## src/rtl/simd_exe_sequencer.sv

```systemverilog
// Execute-stage sequencer: slices one VLEN-wide vector instruction into NPASS passes of N_FU
// 64-bit chunks, drives the functional-unit row, and reassembles the per-chunk results.
package simd_pkg;
  typedef enum logic [2:0] {VADD, VSUB, VAND, VOR, VXOR, VMV, VID} instr_type_t;
  typedef enum logic [1:0] {SEW_8, SEW_16, SEW_32, SEW_64} sew_t;
endpackage

module simd_exe_sequencer
  import simd_pkg::*;
#(
  parameter int unsigned VLEN    = 128,
  parameter int unsigned N_FU    = 1,
  parameter int unsigned FU_ID_W = 8
) (
  input  logic                      clk_i,
  input  logic                      rstn_i,
  input  logic                      kill_i,
  input  logic                      instr_valid_i,
  output logic                      instr_ready_o,
  input  instr_type_t               instr_type_i,
  input  sew_t                      sew_i,
  input  logic [VLEN-1:0]           data_vs1_i,
  input  logic [VLEN-1:0]           data_vs2_i,
  output instr_type_t               fu_instr_type_o,
  output sew_t                      fu_sew_o,
  output logic [N_FU*64-1:0]        fu_vs1_o,
  output logic [N_FU*64-1:0]        fu_vs2_o,
  output logic [N_FU*FU_ID_W-1:0]   fu_id_o,
  input  logic [N_FU*64-1:0]        fu_vd_i,
  output logic                      result_valid_o,
  input  logic                      result_ready_i,
  output logic [VLEN-1:0]           data_vd_o
);

  localparam int unsigned NPASS  = VLEN / (N_FU * 64);
  localparam int unsigned PASS_W = (NPASS > 1) ? $clog2(NPASS) : 1;
  localparam logic [PASS_W-1:0] LAST_PASS = PASS_W'(NPASS - 1);

  typedef enum logic [1:0] {StIdle, StExec, StDone} state_e;

  state_e            state_q;
  logic [PASS_W-1:0] pass_q;
  instr_type_t       type_q;
  sew_t              sew_q;
  logic [VLEN-1:0]   vs1_q;
  logic [VLEN-1:0]   vs2_q;
  logic [VLEN-1:0]   vd_q;
  logic              instr_ready_q;
  logic              result_valid_q;
  int unsigned       chunk_base;

  // Lane k of the current pass works on chunk chunk_base + k; fu_id is that global index.
  assign chunk_base = 32'(pass_q) * N_FU;

  always_ff @(posedge clk_i or negedge rstn_i) begin
    if (!rstn_i) begin
      state_q        <= StIdle;
      pass_q         <= '0;
      type_q         <= VADD;
      sew_q          <= SEW_8;
      vs1_q          <= '0;
      vs2_q          <= '0;
      vd_q           <= '0;
      instr_ready_q  <= 1'b1;
      result_valid_q <= 1'b0;
    end else if (kill_i) begin
      state_q        <= StIdle;
      pass_q         <= '0;
      instr_ready_q  <= 1'b1;
      result_valid_q <= 1'b0;
    end else begin
      unique case (state_q)
        StIdle: begin
          if (instr_valid_i && instr_ready_q) begin
            type_q        <= instr_type_i;
            sew_q         <= sew_i;
            vs1_q         <= data_vs1_i;
            vs2_q         <= data_vs2_i;
            pass_q        <= '0;
            instr_ready_q <= 1'b0;
            state_q       <= StExec;
          end
        end
        StExec: begin
          for (int unsigned k = 0; k < N_FU; k++) begin
            vd_q[(chunk_base + k)*64 +: 64] <= fu_vd_i[k*64 +: 64];
          end
          if (pass_q == LAST_PASS) begin
            state_q        <= StDone;
            result_valid_q <= 1'b1;
          end else begin
            pass_q <= pass_q + 1'b1;
          end
        end
        StDone: begin
          if (result_ready_i) begin
            state_q        <= StIdle;
            result_valid_q <= 1'b0;
            instr_ready_q  <= 1'b1;
          end
        end
        default: begin
          state_q        <= StIdle;
          instr_ready_q  <= 1'b1;
          result_valid_q <= 1'b0;
        end
      endcase
    end
  end

  // FU-facing signals are quiet outside EXEC so idle FUs see a constant zero operand.
  always_comb begin
    fu_instr_type_o = VADD;
    fu_sew_o        = SEW_8;
    fu_vs1_o        = '0;
    fu_vs2_o        = '0;
    fu_id_o         = '0;
    if (state_q == StExec) begin
      fu_instr_type_o = type_q;
      fu_sew_o        = sew_q;
      for (int unsigned k = 0; k < N_FU; k++) begin
        fu_vs1_o[k*64 +: 64]           = vs1_q[(chunk_base + k)*64 +: 64];
        fu_vs2_o[k*64 +: 64]           = vs2_q[(chunk_base + k)*64 +: 64];
        fu_id_o[k*FU_ID_W +: FU_ID_W]  = FU_ID_W'(chunk_base + k);
      end
    end
  end

  assign instr_ready_o  = instr_ready_q;
  assign result_valid_o = result_valid_q;
  assign data_vd_o      = vd_q;

  a_ready_valid_excl : assert property (@(posedge clk_i) disable iff (!rstn_i)
    !(instr_ready_o && result_valid_o));

  a_result_held : assert property (@(posedge clk_i) disable iff (!rstn_i)
    result_valid_o && !result_ready_i && !kill_i |=> result_valid_o && $stable(data_vd_o));

endmodule

```

## config.mk

```make
export PLATFORM = sky130hd
export DESIGN_NAME = simd_exe_sequencer
export DESIGN_NICKNAME = d
export VERILOG_FILES = /design/src/rtl/simd_exe_sequencer.sv
export SDC_FILE = /design/constraint.sdc
export NUM_CORES = 1
export LEC_CHECK = 0
export ABC_AREA = 1
export ABC_CLOCK_PERIOD_IN_PS = 2500
export CORE_AREA = 2 2 234 236
export CTS_CLUSTER_DIAMETER = 60
export CTS_CLUSTER_SIZE = 25
export DETAILED_ROUTE_END_ITERATION = 12
export DIE_AREA = 0 0 236 238
export SETUP_SLACK_MARGIN = 0.1
export SLEW_MARGIN = 20
export SYNTH_ARGS = -nofsm -noshare
export SYNTH_HDL_FRONTEND = slang
export SYNTH_SLANG_ARGS = --single-unit
```

## constraint.sdc

```tcl
create_clock -name clk_i -period 2.5 [get_ports clk_i]
set_clock_uncertainty 0.2 [all_clocks]
set_input_delay 0.5 -clock clk_i [delete_from_list [all_inputs] [get_ports clk_i]]
set_output_delay 0.5 -clock clk_i [all_outputs]
set_load 0.03 [all_outputs]
```

# Word-level counts from Yosys, hierarchy flattened
# Index checks and enable logic that the tools add are counted.
dict set report word_totals {
  register_bits 394
  input_bits 330
  output_inout_bits 271
  word_cells 54
}
dict set report op_classes {
  add_sub_neg 2
  eq_ne 7
  shifts 4
  n_mux 22
  n_bitwise 1
  n_reduce_logical 9
}
# op n
set op_table {}
lappend op_table {{$shiftx 128x8->64} 2}
lappend op_table {{$bwmux 128} 1}
lappend op_table {{$mux 64} 2}
lappend op_table {{$shift 64x34->128 const A} 1}
lappend op_table {{$shiftx 64x34->128} 1}
lappend op_table {{$neg 7->34} 1}
lappend op_table {{$reduce_and 3->1} 4}
lappend op_table {{$mux 2} 5}
lappend op_table {{$mux 1} 9}
lappend op_table {{$ne 3x3->1 const B} 3}
lappend op_table {{$pmux 1 s3} 2}
lappend op_table {{$pmux 2 s3} 1}
lappend op_table {{$ne 2x2->1 const B} 2}
lappend op_table {{$reduce_and 2->1} 2}
lappend op_table {{$mux 3} 1}
lappend op_table {{$reduce_bool 3->1} 1}
lappend op_table {{$eq 2x1->1 const B} 1}
lappend op_table {{$eq 2x2->1 const B} 1}
lappend op_table {{$logic_not 2->1} 1}
lappend op_table {{$pmux 1 s2} 1}
lappend op_table {{$add 1x1->1 const B} 1}
lappend op_table {{$logic_and 1x1->1} 1}
lappend op_table {{$not 1->1} 1}

# Depth between registers and ports, before layout
# Gate-level depths: netlist (run 1).
dict set report depth {
  depth_word 4
  mapped_depth 8
  mapped_depth_nobuf 6
}

# Worst setup path before layout (run 1)
# Ideal clock, no wire load.
dict set report synth_timing {
  kind {flip-flop to output port}
  startpoint {register pass_q}
  endpoint {output fu_vs1_o[44]}
  arrival_ps 1507
  required_time_ps 1800
  setup_slack_ps 293
  path_stages_with_launch 6
  path_buffers 2
  cell_sequence {dfrtp_1 > inv_1 > buf_2 > buf_1 > nand2_1 > a21oi_1}
}
dict set report synth_between {
  elab_chain_cells 2
}
# item line
set synth_rtl {}
lappend synth_rtl {{start: declaration} 42} ;# logic [PASS_W-1:0] pass_q;
lappend synth_rtl {{start signal: assignment} 92} ;# pass_q <= pass_q + 1'b1;
lappend synth_rtl {{$shiftx 128x8->64} 122} ;# fu_vs1_o[k*64 +: 64] = vs1_q[(chunk_base + k)*64 +: 64];
lappend synth_rtl {{$mux 64} 118} ;# if (state_q == StExec) begin
lappend synth_rtl {{end: declaration} 26} ;# output logic [N_FU*64-1:0] fu_vs1_o,
# Every way passes these cells.

# Worst setup path after layout (run 1)
dict set report layout_timing {
  startpoint {register pass_q}
  endpoint {output fu_vs1_o[21]}
}
# The elaborated chain is that of the path after synthesis.

==> run summary, run 1 <==
Status: finished with violations
Failing checks: setup timing
Gate power share: 37.4%
Critical R2R Launch: state_q[1]$_DFFE_PN0P_
Period utilisation layout: 106%
Largest net degree at the start of global routing: 104
Drt drc: 0
Total track usage: 22.7%
Critical path fanouts, max: 7
Via count: 16.7k
R2r setup slk: 0.39 ns
Maxcap violations: 0
Post-DRT Antenna Nets: 0
Internal: 15.6 mW
H-tree depth: 2
Switching power: 9.61 mW
CTS Buf Count: 37
Net switching share of the total power: 38.1%
Hold path start: vs1_q[43]$_DFFE_PN0P_
Hold Path Stages: 2
Routed length per placed instance: 19.9 um
Max Fclk: 0.378 GHz
Slew margin rel.: 59.7%
Netlist cell types: 19
Final WS setup: -0.146 ns
Seq/Total Area, Yosys: 57.5%
Worst path most repeated cell: buf_6
Peak VDD IR: 0.000700 V
Critical path, cell by cell: inv_12 > buf_8 > buf_6 > nand2_1 > a21oi_2 > buf_6
Worst-path clk slew: 0.07 ns
Cell Area, Synth: 17,200 sq um
Max clock buf depth: 3
Critical path's slowest cell: dfrtp_4
Slew Viols, Final: 0
Placer Congestion: 0.918
Initial DRC Count: 1,254
Sequential power share: 37.6%
Setup CP Type: flop to output port
Die Wd: 236 um
Number of fill cells: 4,900
Layout cells sized above 1: 19.2%
TritonCTS Sinks: 394
Final Hold Fails: 0
Reg2reg path depth: 10
Critical Path RT: 1.80 ns
Nature of the critical path startpoint: flop
Io pins: 601
IO buf count: 593
Nets: 3,001
Detailed Routing Iterations Pass 1: 5
Worst EP arrival: 1.95 ns
Routed vias/inst: 4.90
Core area: 53,500 sq um
Clock Tree Root: clkbuf_16
Initial Util: 32.1%
Aggregate negative setup slack: -9.74 ns
Post-DP HPWL: 43,100 um
Hold Path End: vs1_q[43]$_DFFE_PN0P_
Power Density: 910 nW/um^2
Post-layout min period: 2.65 ns
Non-filler instance count after layout: 3,407
Insertion delay to the later sink of the worst-skew pair: 0.57 ns
Die H: 238 um
Initial antenna violation count: 20
Total grt overflow: 0
Crit path largest cell delay: 0.54 ns
First-pass GRT wire length: 98,600 um
P&R area growth vs syn: 61.7%
# setup viols final: 128
FP Rows: 85
CTS tree: built
Number of global-route vias before repair: 16.4k
Placed cells: 3,274
Wirelength, routed: 67,900 um
Synthesized area per cell: 8.21 sq um
Cells after Synth: 2,088
Worst reg2reg path endpoint: data_vd_o[104]$_DFFE_PN0P_
P_leak: 13.2 nW
Slew @ Worst Pin: 0.604 ns
Worst Setup End Kind: output port
Hold Crit Class: flop to flop
Clock group share of total power: 25.1%
RSZ-0062 raised after global routing: true
DIE AREA: 56,200 sq um
Flops & latches, synth: 394
Synth warnings: 0
power by group through the flow:
stage          combinational, mW  clock, mW  sequential (mW)
3_3_place_gp                8.18          0             9.37
6_report                    9.43       6.33             9.49
4_1_cts                     8.93       6.51             9.36
5_1_grt                     10.1       6.74             9.71
3_5_place_dp                8.29          0             9.44
2_1_floorplan               2.95          0             10.9
state kept, by name (all words and copies together) (netlist names):
name and count:
sew_q 2, data_vd_o 128, pass_q 1, vs1_q 128, state_q 2, type_q 3, instr_ready_o 1, vs2_q 128
result_valid_o 1
worst max-delay path: cells and delay by family (launching register included):
| family | cells | cell delay, ns |
|---|---|---|
| buf+inv | 4 | 0.59 |
| simple gates | 1 | 0.09 |
| compound gates | 1 | 0.17 |
| flops | 1 | 0.54 |
per-layer routing:
layer	vias up	global-route usage, %	share of wire (%)
met2	615	37.6	49
met1	8109	28.4	40
met5	-	0	0.17
met3	140	5.73	7.2
li1	7828	-	-
met4	18	9.30	3.9
kinds of logic (layout without fill, tap and decap cells):
kind of cell           after synthesis  in the layout  share of synthesized area, %
AOI/OAI and AO/OA                  259            259                          7.56
buffers and inverters              237            843                          6.70
DFF                                394            394                          57.5
other                                1             18                        0.0219
and+or+nand+nor                   1197           1197                          28.2
placed cells by master (no fill, tap or decap), types with 5 or more instances in the layout:
| cell type | synthesis | routed |
|---|---|---|
| nand2_1 | 919 | 845 |
| clkdlybuf4s50_1 | 0 | 442 |
| dfrtp_1 | 393 | 390 |
| nand3_1 | 264 | 263 |
| buf_6 | 8 | 113 |
| a21oi_2 | 0 | 88 |
| o21ai_0 | 84 | 84 |
| inv_1 | 73 | 72 |
| buf_4 | 30 | 49 |
| clkbuf_16 | 0 | 48 |
| o21ai_1 | 47 | 47 |
| buf_12 | 0 | 43 |
| nand2_4 | 0 | 38 |
| nand2_2 | 3 | 37 |
| a21oi_4 | 0 | 28 |
| buf_16 | 0 | 22 |
| a21oi_1 | 128 | 12 |
| diode_2 | 0 | 11 |
| dlygate4sd2_1 | 0 | 11 |
| nor2_4 | 1 | 8 |
| conb_1 | 1 | 7 |
| inv_8 | 0 | 5 |
| buf_8 | 0 | 5 |
| dlymetal6s2s_1 | 0 | 5 |
layout make-up:
class                   count  area, sq um  area share [%]
clock inverters            28          383            1.38
diodes                     11         27.5          0.0993
repair buffers            701         8030            29.0
multi-input cells        1463         7280            26.2
well taps                 696          871            3.14
inverters                  74          293            1.06
clock buffers              40          980            3.53
flip-flops and latches    394         9870            35.6
worst max-delay path by stage:
stage	depth (start not counted)	slack, ns	to	start
2_1_floorplan	5	0.29	fu_vs1_o[44]	pass_q$_DFFE_PN0P_
3_5_place_dp	6	0.11	data_vd_o[3]$_DFFE_PN0P_	kill_i
4_1_cts	5	-0.22	fu_vs2_o[30]	pass_q$_DFFE_PN0P_
3_3_place_gp	5	0.13	vs1_q[85]$_DFFE_PN0P_	kill_i
6_report	6	-0.15	fu_vs1_o[21]	pass_q$_DFFE_PN0P_
5_1_grt	6	-0.22	fu_vs1_o[21]	pass_q$_DFFE_PN0P_
what timing repair did:
| item | 4_1_cts | 5_1_grt |
|---|---|---|
| endpoints found under the setup margin | 145 | 139 |
| gates cloned | 16 | 12 |
| pin swaps | 7 | 51 |
| buffers inserted | 20 | 5 |
| endpoints found under the hold margin | 45 | 0 |
| hold buffers | 1 | 0 |
| gates resized for setup | 179 | 256 |
cell usage after synthesis:
cell | instances | area share [%]
inv_2 | 1 | 0.022
dfstp_2 | 1 | 0.15
buf_1 | 13 | 0.28
inv_1 | 73 | 1.6
o21ai_0 | 84 | 2.5
clkbuf_1 | 42 | 0.92
buf_6 | 8 | 0.53
nand3_1 | 264 | 7.7
dfrtp_1 | 393 | 57
buf_4 | 30 | 1.3
nor2_2 | 1 | 0.036
nand2_2 | 3 | 0.11
a21oi_1 | 128 | 3.7
conb_1 | 1 | 0.022
o21ai_1 | 47 | 1.4
nor2_1 | 9 | 0.20
nor2_4 | 1 | 0.066
nand2_1 | 919 | 20
buf_2 | 70 | 2.0
metrics by stage:
stage	area (sq um)	hold WS [ns]	power [mW]	util, %	setup WS, ns
6_report	27700	0.272	25.2	51.8	-0.146
5_1_grt	27700	0.268	26.5	51.8	-0.218
4_1_cts	26400	0.243	24.8	49.3	-0.221
3_5_place_dp	23700	0.258	17.7	44.3	0.106
3_3_place_gp	23700	0.253	17.6	44.3	0.130
2_1_floorplan	17200	0.00441	13.8	-	0.293
(Power assumes the default switching activity.)
==> run 2: changes to the inputs <==
--- a/config.mk
+++ b/config.mk
@@ -7,11 +7,14 @@
 export LEC_CHECK = 0
 export ABC_AREA = 1
 export ABC_CLOCK_PERIOD_IN_PS = 2500
-export CORE_AREA = 2 2 234 236
+export CELL_PAD_IN_SITES_DETAIL_PLACEMENT = 1
+export CELL_PAD_IN_SITES_GLOBAL_PLACEMENT = 1
+export CORE_AREA = 2 2 232 234
 export CTS_CLUSTER_DIAMETER = 60
 export CTS_CLUSTER_SIZE = 25
 export DETAILED_ROUTE_END_ITERATION = 12
-export DIE_AREA = 0 0 236 238
+export DIE_AREA = 0 0 234 236
+export PLACE_DENSITY_LB_ADDON = 0.1
 export SETUP_SLACK_MARGIN = 0.1
 export SLEW_MARGIN = 20
 export SYNTH_ARGS = -nofsm -noshare
==> run 2 against run 1 <==
  * The run still ends with setup timing left
  * Combinational power increased by 1%
  * Die area decreased by 1.7%
  * Critical path depth unchanged
  * Maximum frequency decreased by 0.95%
  * Setup slack got worse by 0.025 ns
  * Register-to-register slack got worse by 0.06 ns
  * Global-route usage increased by 3.3 points
  * Final area increased by 0.52%
  * Total power increased by 1.9%
  * Count of clock-buffer cells in the layout increased by 9
==> run summary, run 2 (same netlist as run 1, synthesis figures left out) <==
Status: finished with violations
Failing checks: setup timing
Detailed Routing Iterations Pass 1: 5 (unchanged)
Die H: 236 um (-0.84%)
Nature of the critical path startpoint: flop
Max clock buf depth: 3 (unchanged)
Layout cells sized above 1: 18.9% (-0.27 points)
Maxcap violations: 0 (unchanged)
Most frequent cells in the layout: 850 x nand2_1, 425 x clkdlybuf4s50_1, 391 x dfrtp_1, 263 x nand3_1, 118 x buf_6
Largest net degree at the start of global routing: 93 (-11%)
Wirelength, routed: 74,800 um (+10%)
Reg2reg path depth: 10 (unchanged)
Initial antenna violation count: 36 (+80%)
Total track usage: 26.1% (+3.3 points)
FP Rows: 85 (unchanged)
DIE AREA: 55,200 sq um (-1.7%)
Post-layout min period: 2.67 ns (+0.0253 ns)
Worst reg2reg path endpoint: data_vd_o[108]$_DFFE_PN0P_
Multi-input logic area: 7350 sq um (+1.0%)
Via count: 17.0k (+1.5%)
Max Fclk: 0.374 GHz (-0.95%)
Grt met3 use: 7.83% (+2.1 points)
IO buf count: 593 (unchanged)
TritonCTS Sinks: 394 (unchanged)
Critical Path RT: 1.80 ns (about the same)
RSZ-0062 raised after global routing: true
Post-DP HPWL: 48,300 um (+12%)
Core area: 53,100 sq um (-0.80%)
Hold Crit Class: primary input to async pin
Final WS setup: -0.171 ns (-0.0253 ns)
Met2 usage: 43.4% (+5.7 points)
Die Wd: 234 um (-0.85%)
First-pass GRT wire length: 110,000 um (+11%)
Routed length per placed instance: 21.8 um (+9.5%)
Worst-path clk slew: 0.07 ns (about the same)
Nets: 3,005 (+0.13%)
Insertion delay to the later sink of the worst-skew pair: 0.57 ns (about the same)
Peak VDD IR: 0.000544 V (-22%)
Worst EP arrival: 1.97 ns (+0.02 ns)
Number of fill cells: 5,952 (+21%)
Commonest non-fill, non-tap cell in the layout: nand2_1
Slew @ Worst Pin: 0.516 ns (-0.0883 ns)
Period utilisation layout: 107% (+1.0 points)
Placed cell area: 23,900 sq um (+0.64%)
Placed cells: 3,286 (+0.37%)
Met1 global-route usage: 31.4% (+3.0 points)
Number of global-route vias before repair: 17.9k (+8.9%)
Io pins: 601 (unchanged)
Final Hold Fails: 0 (unchanged)
Clock Tree Root: clkbuf_16
Setup CP Type: flop to output port
Post-DRT Antenna Nets: 0 (unchanged)
Final Util: 52.5% (+0.69 points)
Drt drc: 0 (unchanged)
Routed vias/inst: 4.95 (+0.95%)
P&R area growth vs syn: 62.5%
Critical path fanouts, max: 7 (unchanged)
Initial DRC Count: 974 (-22%)
H-tree depth: 2 (unchanged)
Placer Congestion: 0.844 (-8.1%)
P_leak: 13.5 nW (+2.0%)
Power Density: 923 nW/um^2 (+1.4%)
Non-filler instance count after layout: 3,426 (+0.56%)
Critical R2R Launch: state_q[1]$_DFFE_PN0P_
Slew margin rel.: 65.6% (+5.9 points)
CTS Buf Count: 40 (+8.1%)
R2r setup slk: 0.33 ns (-0.06 ns)
Gr busiest metal: met2
Reg area: 9870 sq um (about the same)
Total grt overflow: 0 (unchanged)
Initial Util: 32.3% (+0.26 points)
Worst Setup End Kind: output port
Final Cell Area: 27,900 sq um (+0.52%)
Slew Viols, Final: 0 (unchanged)
CTS tree: built
# setup viols final: 129 (+0.78%)
[run 2: cell count changes in the layout (fill, tap and decap cells not counted), sizes merged, moves of 5 or more]
cell	before	now
diode	11	23
clkdlybuf4s50	442	425
dlymetal6s2s	5	33
dlygate4sd2	11	0
buf	232	237
clkbuf	49	55
[run 2: repair_timing]
item / in CTS / in global routing
setup endpoints to repair: 161 / 167
pin swaps: 17 / 47
hold endpoints to repair: 36 / 0
resized for setup: 246 / 219
setup buffers: 15 / 6
hold buffers: 1 / 0
cloned: 12 / 9
[run 2: final cells by class]
cell class,count,share of cell area [%]
clock buffer,49,3.90
multi-input combinational,1463,26.4
antenna,23,0.206
timing repair buffer,702,28.7
inverter,74,1.05
tap,696,3.12
clock inverter,25,1.25
sequential,394,35.4
[run 2: worst max path at each step]
stage                                  start                     end  slack (ns)  cells after the start
final                     pass_q$_DFFE_PN0P_             fu_vs2_o[6]       -0.17                      6
after floorplan           pass_q$_DFFE_PN0P_            fu_vs1_o[44]        0.29                      5
after global placement                kill_i  vs2_q[103]$_DFFE_PN0P_        0.20                      6
after global routing      pass_q$_DFFE_PN0P_            fu_vs1_o[33]       -0.23                      6
after CTS                 pass_q$_DFFE_PN0P_            fu_vs1_o[58]       -0.20                      5
after detailed placement              kill_i   vs2_q[45]$_DFFE_PN0P_        0.15                      6
[run 2: stage by stage]
step	setup slack, ns	hold slack [ns]	power (mW)	setup TNS (ns)
6_report	-0.171	0.241	25.7	-13.21
5_1_grt	-0.231	0.255	27.1	-22.59
4_1_cts	-0.198	0.238	25.4	-18.56
3_5_place_dp	0.146	0.258	17.9	0
3_3_place_gp	0.203	0.254	17.6	0
2_1_floorplan	0.293	0.00441	13.8	0
[run 2: routing by layer]
layer / vias to the layer above / share of wire, %
met5: - / 0.22
met4: 24 / 3.5
met3: 148 / 7.2
met2: 437 / 50
met1: 8499 / 39
li1: 7854 / -
[run 2: critical path, cell delays in order (launching register included)]
cell       delay [ns]
dfrtp_4          0.56
inv_12           0.13
buf_12           0.15
clkbuf_16        0.19
nand2_4          0.05
a21oi_2          0.16
buf_6            0.16
[run 2: where the power goes]
group | switching (mW) | internal (mW) | total, mW
clock | 2.93 | 3.73 | 6.67
sequential | 1.25 | 8.28 | 9.53
combinational | 5.61 | 3.93 | 9.53
total | 9.79 | 15.9 | 25.7
